--- src/rtl/video_timing_fetch.sv ---
// video_timing_fetch: raster timing generator that requests pixels from the
// VDMA output FIFO and realigns sync/blank timing with the returned data.
// Ports: hclk/hresetn clock + async active-low reset, ce clock enable;
//   sdata/svalid pixel return from the FIFO (LAT cycles after sfetch);
//   sfetch/snextframe read-side requests (registered);
//   video_r/g/b, hsync, vsync, hblank, vblank, active_video video out;
//   underflow (sticky) and underflow_cnt (saturating) status.
// Timing outputs trail sfetch by LAT+1 cycles: a LAT+1 stage delay line
// followed by the output register that also captures sdata. While ce is low
// every register, sfetch included, holds; the read side is expected to
// advance its own LAT pipeline on the same ce.
`timescale 1ns/1ps
module video_timing_fetch #(
    parameter int H_ACTIVE = 800,
    parameter int H_FP     = 40,
    parameter int H_SYNC   = 128,
    parameter int H_BP     = 88,
    parameter int V_ACTIVE = 480,
    parameter int V_FP     = 1,
    parameter int V_SYNC   = 4,
    parameter int V_BP     = 23,
    parameter bit SYNC_POL = 1'b1,
    parameter int LAT      = 2
) (
    input  logic        hclk,
    input  logic        hresetn,
    input  logic        ce,
    input  logic [15:0] sdata,
    input  logic        svalid,
    output logic        snextframe,
    output logic        sfetch,
    output logic [4:0]  video_r,
    output logic [5:0]  video_g,
    output logic [4:0]  video_b,
    output logic        hsync,
    output logic        vsync,
    output logic        hblank,
    output logic        vblank,
    output logic        active_video,
    output logic        underflow,
    output logic [15:0] underflow_cnt
);

    localparam int H_TOTAL = H_ACTIVE + H_FP + H_SYNC + H_BP;
    localparam int V_TOTAL = V_ACTIVE + V_FP + V_SYNC + V_BP;
    // one spare bit so that every boundary constant fits the counter width
    localparam int HW = $clog2(H_TOTAL + 1);
    localparam int VW = $clog2(V_TOTAL + 1);

    localparam logic [HW-1:0] H_ACT  = HW'(H_ACTIVE);
    localparam logic [HW-1:0] H_SS   = HW'(H_ACTIVE + H_FP);
    localparam logic [HW-1:0] H_SE   = HW'(H_ACTIVE + H_FP + H_SYNC);
    localparam logic [HW-1:0] H_LAST = HW'(H_TOTAL - 1);
    localparam logic [VW-1:0] V_ACT  = VW'(V_ACTIVE);
    localparam logic [VW-1:0] V_SS   = VW'(V_ACTIVE + V_FP);
    localparam logic [VW-1:0] V_SE   = VW'(V_ACTIVE + V_FP + V_SYNC);
    localparam logic [VW-1:0] V_LAST = VW'(V_TOTAL - 1);

    typedef struct packed {
        logic de;
        logic hs;
        logic vs;
        logic hb;
        logic vb;
    } tim_t;

    // idle timing: blanked, no sync, no pixel
    localparam tim_t IDLE = '{de: 1'b0, hs: 1'b0, vs: 1'b0,
                              hb: 1'b1, vb: 1'b1};

    logic [HW-1:0] hcnt;
    logic [VW-1:0] vcnt;
    tim_t          raw;
    tim_t          dly_q [LAT+1];
    tim_t          tap;

    always_ff @(posedge hclk or negedge hresetn) begin
        if (!hresetn) begin
            hcnt <= '0;
            vcnt <= '0;
        end else if (ce) begin
            if (hcnt == H_LAST) begin
                hcnt <= '0;
                vcnt <= (vcnt == V_LAST) ? '0 : vcnt + 1'b1;
            end else begin
                hcnt <= hcnt + 1'b1;
            end
        end
    end

    always_comb begin
        raw    = IDLE;
        raw.hb = (hcnt >= H_ACT);
        raw.vb = (vcnt >= V_ACT);
        raw.de = !raw.hb && !raw.vb;
        raw.hs = (hcnt >= H_SS) && (hcnt < H_SE);
        raw.vs = (vcnt >= V_SS) && (vcnt < V_SE);
    end

    always_ff @(posedge hclk or negedge hresetn) begin
        if (!hresetn) begin
            sfetch     <= 1'b0;
            snextframe <= 1'b1;
        end else if (ce) begin
            sfetch     <= raw.de;
            snextframe <= ~raw.vs;
        end
    end

    always_ff @(posedge hclk or negedge hresetn) begin
        if (!hresetn) begin
            for (int i = 0; i <= LAT; i++) dly_q[i] <= IDLE;
        end else if (ce) begin
            dly_q[0] <= raw;
            for (int i = 1; i <= LAT; i++) dly_q[i] <= dly_q[i-1];
        end
    end

    // tap is aligned with the svalid/sdata answering its fetch
    assign tap = dly_q[LAT];

    always_ff @(posedge hclk or negedge hresetn) begin
        if (!hresetn) begin
            hsync         <= ~SYNC_POL;
            vsync         <= ~SYNC_POL;
            hblank        <= 1'b1;
            vblank        <= 1'b1;
            active_video  <= 1'b0;
            video_r       <= '0;
            video_g       <= '0;
            video_b       <= '0;
            underflow     <= 1'b0;
            underflow_cnt <= '0;
        end else if (ce) begin
            hsync        <= tap.hs ^ ~SYNC_POL;
            vsync        <= tap.vs ^ ~SYNC_POL;
            hblank       <= tap.hb;
            vblank       <= tap.vb;
            active_video <= tap.de;
            if (tap.de && svalid) begin
                {video_r, video_g, video_b} <= sdata;
            end else begin
                {video_r, video_g, video_b} <= '0;
            end
            if (tap.de && !svalid) begin
                underflow <= 1'b1;
                if (underflow_cnt != 16'hFFFF) begin
                    underflow_cnt <= underflow_cnt + 1'b1;
                end
            end
        end
    end

endmodule

--- config.mk ---
export PLATFORM = sky130hd
export DESIGN_NAME = video_timing_fetch
export DESIGN_NICKNAME = d
export VERILOG_FILES = /design/src/rtl/video_timing_fetch.sv
export SDC_FILE = /design/constraint.sdc
export NUM_CORES = 1
export LEC_CHECK = 0
export CAP_MARGIN = 20
export CORE_UTILIZATION = 45
export CTS_CLUSTER_SIZE = 10
export DETAILED_ROUTE_END_ITERATION = 6
export GPL_ROUTABILITY_DRIVEN = 0
export MAX_ROUTING_LAYER = met4
export PLACE_DENSITY = 0.75
export SLEW_MARGIN = 20
export SYNTH_ARGS = -nofsm -noshare
export SYNTH_HDL_FRONTEND = slang
export SYNTH_SLANG_ARGS = --single-unit
--- constraint.sdc ---
create_clock -name hclk -period 2.4 [get_ports hclk]
set_input_delay 0.48 -clock hclk [delete_from_list [all_inputs] [get_ports hclk]]
set_output_delay 0.48 -clock hclk [all_outputs]
set_load 0.1 [all_outputs]
**Word level (Yosys, flattened, before mapping)**

Index checks and enable logic that the tools add are counted.

- Flip-flop bits (word level): 74
- Input bits: 20
- Logic and storage cells: 57

- Add/subtract/negate cells: 3
- Magnitude comparators: 6
- Equality and inequality tests: 3
- Muxes and demuxes: 5
- Bitwise gates (word level): 1
- Reduce and logical (&&, ||, !) cells: 11

Operator list:

| kind | number |
|---|---|
| $ge 11x10->1 const B | 2 |
| $ge 9x9->1 const B | 2 |
| $add 16x1->16 const B | 1 |
| $ne 16x16->1 const B | 1 |
| $add 11x1->11 const B | 1 |
| $eq 11x11->1 const B | 1 |
| $lt 11x10->1 const B | 1 |
| $mux 11 | 1 |
| $mux 5 | 2 |
| $add 9x1->9 const B | 1 |
| $eq 9x9->1 const B | 1 |
| $lt 9x9->1 const B | 1 |
| $mux 9 | 1 |
| $mux 6 | 1 |
| $logic_and 1x1->1 | 5 |
| $reduce_and 2->1 | 2 |
| $logic_not 1->1 | 3 |
| $reduce_and 3->1 | 1 |
| $not 1->1 | 1 |

**Logic depth before layout (Yosys ltp)**

- Depth after elaboration: 3
- Gate-level depth with buffers: 6
- Depth with buffers taken out: 5

**Least setup slack after synthesis**

Ideal clock, no wire load.

- Path kind: register -> register
- Start: register underflow_cnt[0]
- End: register underflow_cnt[12]
- Library setup time: 126 ps
- Data arrival time: 2346 ps
- Required time: 2274 ps
- Path slack: -71 ps
- Stages on the path, launching flop included: 6
- Path buffers: 0
- Cell sequence: dfrtp_1 -> ha_1 -> nand4_1 -> or3_1 -> nor2_1 -> mux2_2

- Longest elaborated chain between the ends: 2
- Elaborated cells on any way between the ends: 3
- Classes of those cells: add/sub: 1; eq/ne: 1; reduce/logical: 1

RTL lines:

| what | line | source |
|---|---|---|
| from (decl) | 41 | `output logic [15:0] underflow_cnt` |
| from (signal assigned) | 148 | `underflow_cnt <= underflow_cnt + 1'b1;` |
| parallel branches: the longest is 2 deep, another holds $add 16x1->16 | n/a |  |

Parallel ways; which one is timed is not known.
A chain may end at the register's enable or synchronous reset.

==> results_tabular.tex <==
\begin{tabular}{lr}
\hline
Metric & Value \\
\hline
\multicolumn{2}{l}{\textbf{Global routing}} \\
Global-route usage over all layers & 0.182 \\
Wire length of the first global-routing pass & approximately 10000 um \\
Antenna violations before repair & 0 \\
Overflow left after global routing & 0 \\
Largest net degree at the start of global routing & between 70 and 80 \\
Via count of the first global-routing pass & between 2000 and 2500 \\
\multicolumn{2}{l}{\textbf{Worst setup path}} \\
Category of the worst setup path capture point & register \\
Kind of cell with the highest combined delay on the critical path & buffers and inverters \\
Cell depth of the worst flop-to-flop path & 5 \\
Worst path cell trace & clkdlybuf4s50\_1, buf\_4, and3\_1, nand4\_1, nor3\_1, xor2\_1 \\
Data required time of the critical path & 2.66 ns \\
Slowest cell on crit path & sky130\_fd\_sc\_hd\_\_clkdlybuf4s50\_1 \\
Stage delay of the slowest cell on the critical path & around 0.55 ns \\
Capture point of the worst reg-to-reg path & underflow\_cnt[12]\$\_DFFE\_PN0P\_ \\
FF-to-FF Start & underflow\_cnt[0]\$\_DFFE\_PN0P\_ \\
Biggest fanout along the worst timing path & 29 \\
Critical Setup Path Class & in -> reg \\
Arrival time at the worst endpoint & 2.19 ns \\
Startpoint Class & primary input \\
Number of buffer and inverter instances along the worst setup path & 2 \\
Flop-to-flop setup slack & approximately 0.55 ns \\
\multicolumn{2}{l}{\textbf{Route}} \\
Number of detailed-routing iterations run before antenna repair & 4 \\
Met1 wire length & 3140 um \\
Routed wl met2 & around 2800 um \\
Wire length after detailed routing & around 6300 um \\
Routed vias/inst & 5.27 \\
Initial DRC Count & about 110 \\
Number of remaining DRC errors & 0 \\
Uppermost layer routed & met4 \\
Vias after detailed routing & 2329 \\
Met3 routed wirelength & $\sim$330 um \\
Number of nets with antenna violations after routing & 0 \\
DR WL/cell & about 14 um \\
\multicolumn{2}{l}{\textbf{STA}} \\
Final-layout worst hold slack & about 0.16 ns \\
Unrepaired setup endpoints after global routing & no \\
Final hold vios & 0 \\
Final Max Slew Viols & 0 \\
Share of the clock period used by the worst path after layout & 0.802 \\
Final-layout setup total negative slack & 0 ns \\
Final setup skew & 0.00851 ns \\
Actual transition at the worst max-transition pin & roughly 0.57 ns \\
Max transition margin & 0.621 \\
Setup violation total in the final timing report & 0 \\
Fmax & 0.520 GHz \\
Final period demand of the worst path & slightly below 2 ns \\
\multicolumn{2}{l}{\textbf{Cells and area}} \\
Util after Layout & 0.596 \\
Final Instance Count excl. Fillers & about 440 \\
Flip-flop and latch area & 1870 sq um \\
Commonest cells after routing, fill and taps aside & sky130\_fd\_sc\_hd\_\_dfrtp\_1, sky130\_fd\_sc\_hd\_\_buf\_4, sky130\_fd\_sc\_hd\_\_xor2\_1 \\
Area of combinational cells with multiple inputs & between 1000 and 1500 sq um \\
Share of post-route cells with drive strength above 1 & 0.292 \\
Total Nets Final & 367 \\
Area Growth Syn to Fin & 25.9\% \\
Antenna Diode Count & 0 \\
Leading cell type in the layout, fill and taps excluded & sky130\_fd\_sc\_hd\_\_dfrtp\_1 \\
Filler cell count & a little over 600 \\
\multicolumn{2}{l}{\textbf{Clock tree}} \\
Root buffer cell & sky130\_fd\_sc\_hd\_\_clkbuf\_8 \\
Buffers from clock root to sink, at most & 2 \\
CTS clock-pin slew for the worst setup and hold paths & roughly 0.070 ns \\
Number of buffers added by the clock tree synthesis step & 9 \\
Quantity of hold-fixing buffers added after cts & 0 \\
Post-CTS setup-driven buffer insertion count & 0 \\
PostCTS Resize Cnt & 0 \\
Total number of H-tree levels & 3 \\
CTS tree & done \\
CTS sink count & 74 \\
Worst skew pair latency & between 0.3 and 0.4 ns \\
\multicolumn{2}{l}{\textbf{Place}} \\
Number of placed instances, taps included & about 430 \\
Number of I/O port buffers & 59 \\
Post-DP HPWL & between 4000 and 5000 um \\
\multicolumn{2}{l}{\textbf{Synthesis}} \\
Synthesized netlist net count & 299 \\
Sequential fraction of the synthesis area & 0.570 \\
Seq cells post-synth & 74 \\
Count of warnings emitted by yosys & 0 \\
Post-synthesis cell area & about 3300 sq um \\
Synthesized instance count & roughly 270 \\
Netlist cell types & 44 \\
Per-instance average area after synthesis & around 12 sq um \\
Share of synthesized flip-flops with an asynchronous set or reset & 1.00 \\
Number of enable-type register cells in the synthesized netlist & 0 \\
Primary FF master, synth & sky130\_fd\_sc\_hd\_\_dfrtp\_1 \\
\multicolumn{2}{l}{\textbf{Power}} \\
Maximum ir drop on the vdd rail & approximately 0.39 mV \\
Ratio of total power to cell area & around 840 nW/um\^{}2 \\
Tot Pwr & 3.46 mW \\
Static leakage power & 1.97 nW \\
\multicolumn{2}{l}{\textbf{Die}} \\
Rows & 30 \\
Area of the core region & $\sim$7000 sq um \\
Die Span Y & just under 90 um \\
Total I/O pin count & 60 \\
Die area & around 7600 sq um \\
Initial Util & 0.473 \\
Die boundary width & $\sim$87 um \\
\multicolumn{2}{l}{\textbf{Run status}} \\
Outcome & completed \\
\multicolumn{2}{l}{\textbf{Run}} \\
Number of maximum-capacitance constraint violations & 0 \\
\multicolumn{2}{l}{\textbf{Hold path}} \\
Hold Crit Class & in -> async \\
\hline
\end{tabular}
[routing by layer]
metal / vias to the layer above / global-route usage
met5: - / -
met4: 0 / 0.0626
met3: 9 / 0.0521
met2: 52 / 0.269
met1: 1142 / 0.242
li1: 1126 / -
[state kept, by name (all words and copies together) (netlist names)]
name and count:
underflow_cnt 16, dly_q 15, hcnt 11, vcnt 9
video_g 6, video_b 5, video_r 5, active_video 1
hblank 1, hsync 1, snextframe 1, underflow 1
vblank 1, vsync 1
[worst max path at each step]
stage,slack [ns],cells after the start,start,end
2_1_floorplan,0.04,4,underflow_cnt[6]$_DFFE_PN0P_,underflow_cnt[15]$_DFFE_PN0P_
3_3_place_gp,0.17,6,ce,hcnt[10]$_DFFE_PN0P_
3_5_place_dp,0.13,6,ce,hcnt[9]$_DFFE_PN0P_
4_1_cts,0.48,6,ce,hcnt[9]$_DFFE_PN0P_
5_1_grt,0.38,6,ce,hcnt[9]$_DFFE_PN0P_
6_report,0.48,6,ce,hcnt[9]$_DFFE_PN0P_
[synthesized netlist by cell type, drive strengths merged (2+ instances only)]
master	number	area [sq um]
nor3	9	45.0
mux2	18	203
nand3	13	65.1
nand3b	2	27.5
dfrtp	65	1630
nor4	3	40.0
buf	3	13.8
nand2	19	71.3
and3	6	37.5
inv	7	26.3
o21ai	12	60.1
xnor2	3	26.3
nor2	13	48.8
a21o	2	15.0
ha	6	75.1
o31ai	2	15.0
or4	3	26.3
dfstp	9	236
a21oi	3	15.0
nor3b	2	15.0
clkbuf	7	26.3
or3	2	12.5
nand4	9	56.3
nor4b	4	41.3
a22o	17	149
xor2	20	175
and4	3	26.3
[power by group]
group	switching, mW	total, mW	internal (mW)
logic	0.703	0.944	0.241
registers	0.149	1.53	1.38
clock network	0.452	0.988	0.536
total	1.30	3.46	2.16
[final cells by class]
class,instances,area share
well taps,96,0.0292
multi-input cells,182,0.325
inverters,7,0.00639
flip-flops and latches,74,0.453
repair buffers,67,0.136
clock inverters,4,0.0122
clock buffers,12,0.0377
[stage by stage]
stage | instance area [sq um] | setup slack [ns]
after floorplan | 3270 | 0.0413
after global placement | 3910 | 0.166
after detailed placement | 3910 | 0.130
after CTS | 4110 | 0.480
after global routing | 4110 | 0.378
final | 4110 | 0.475
[kinds of logic (layout without fill, tap and decap cells)]
family	after synthesis	in the layout	synth area share
mux	18	18	0.0620
buf+inv	17	90	0.0203
compound gates	42	42	0.0923
flops	74	74	0.570
xor+xnor	23	23	0.0616
fa+ha+maj	6	6	0.0230
simple gates	93	93	0.171
No activity file was read; power rests on OpenSTA's default activity.
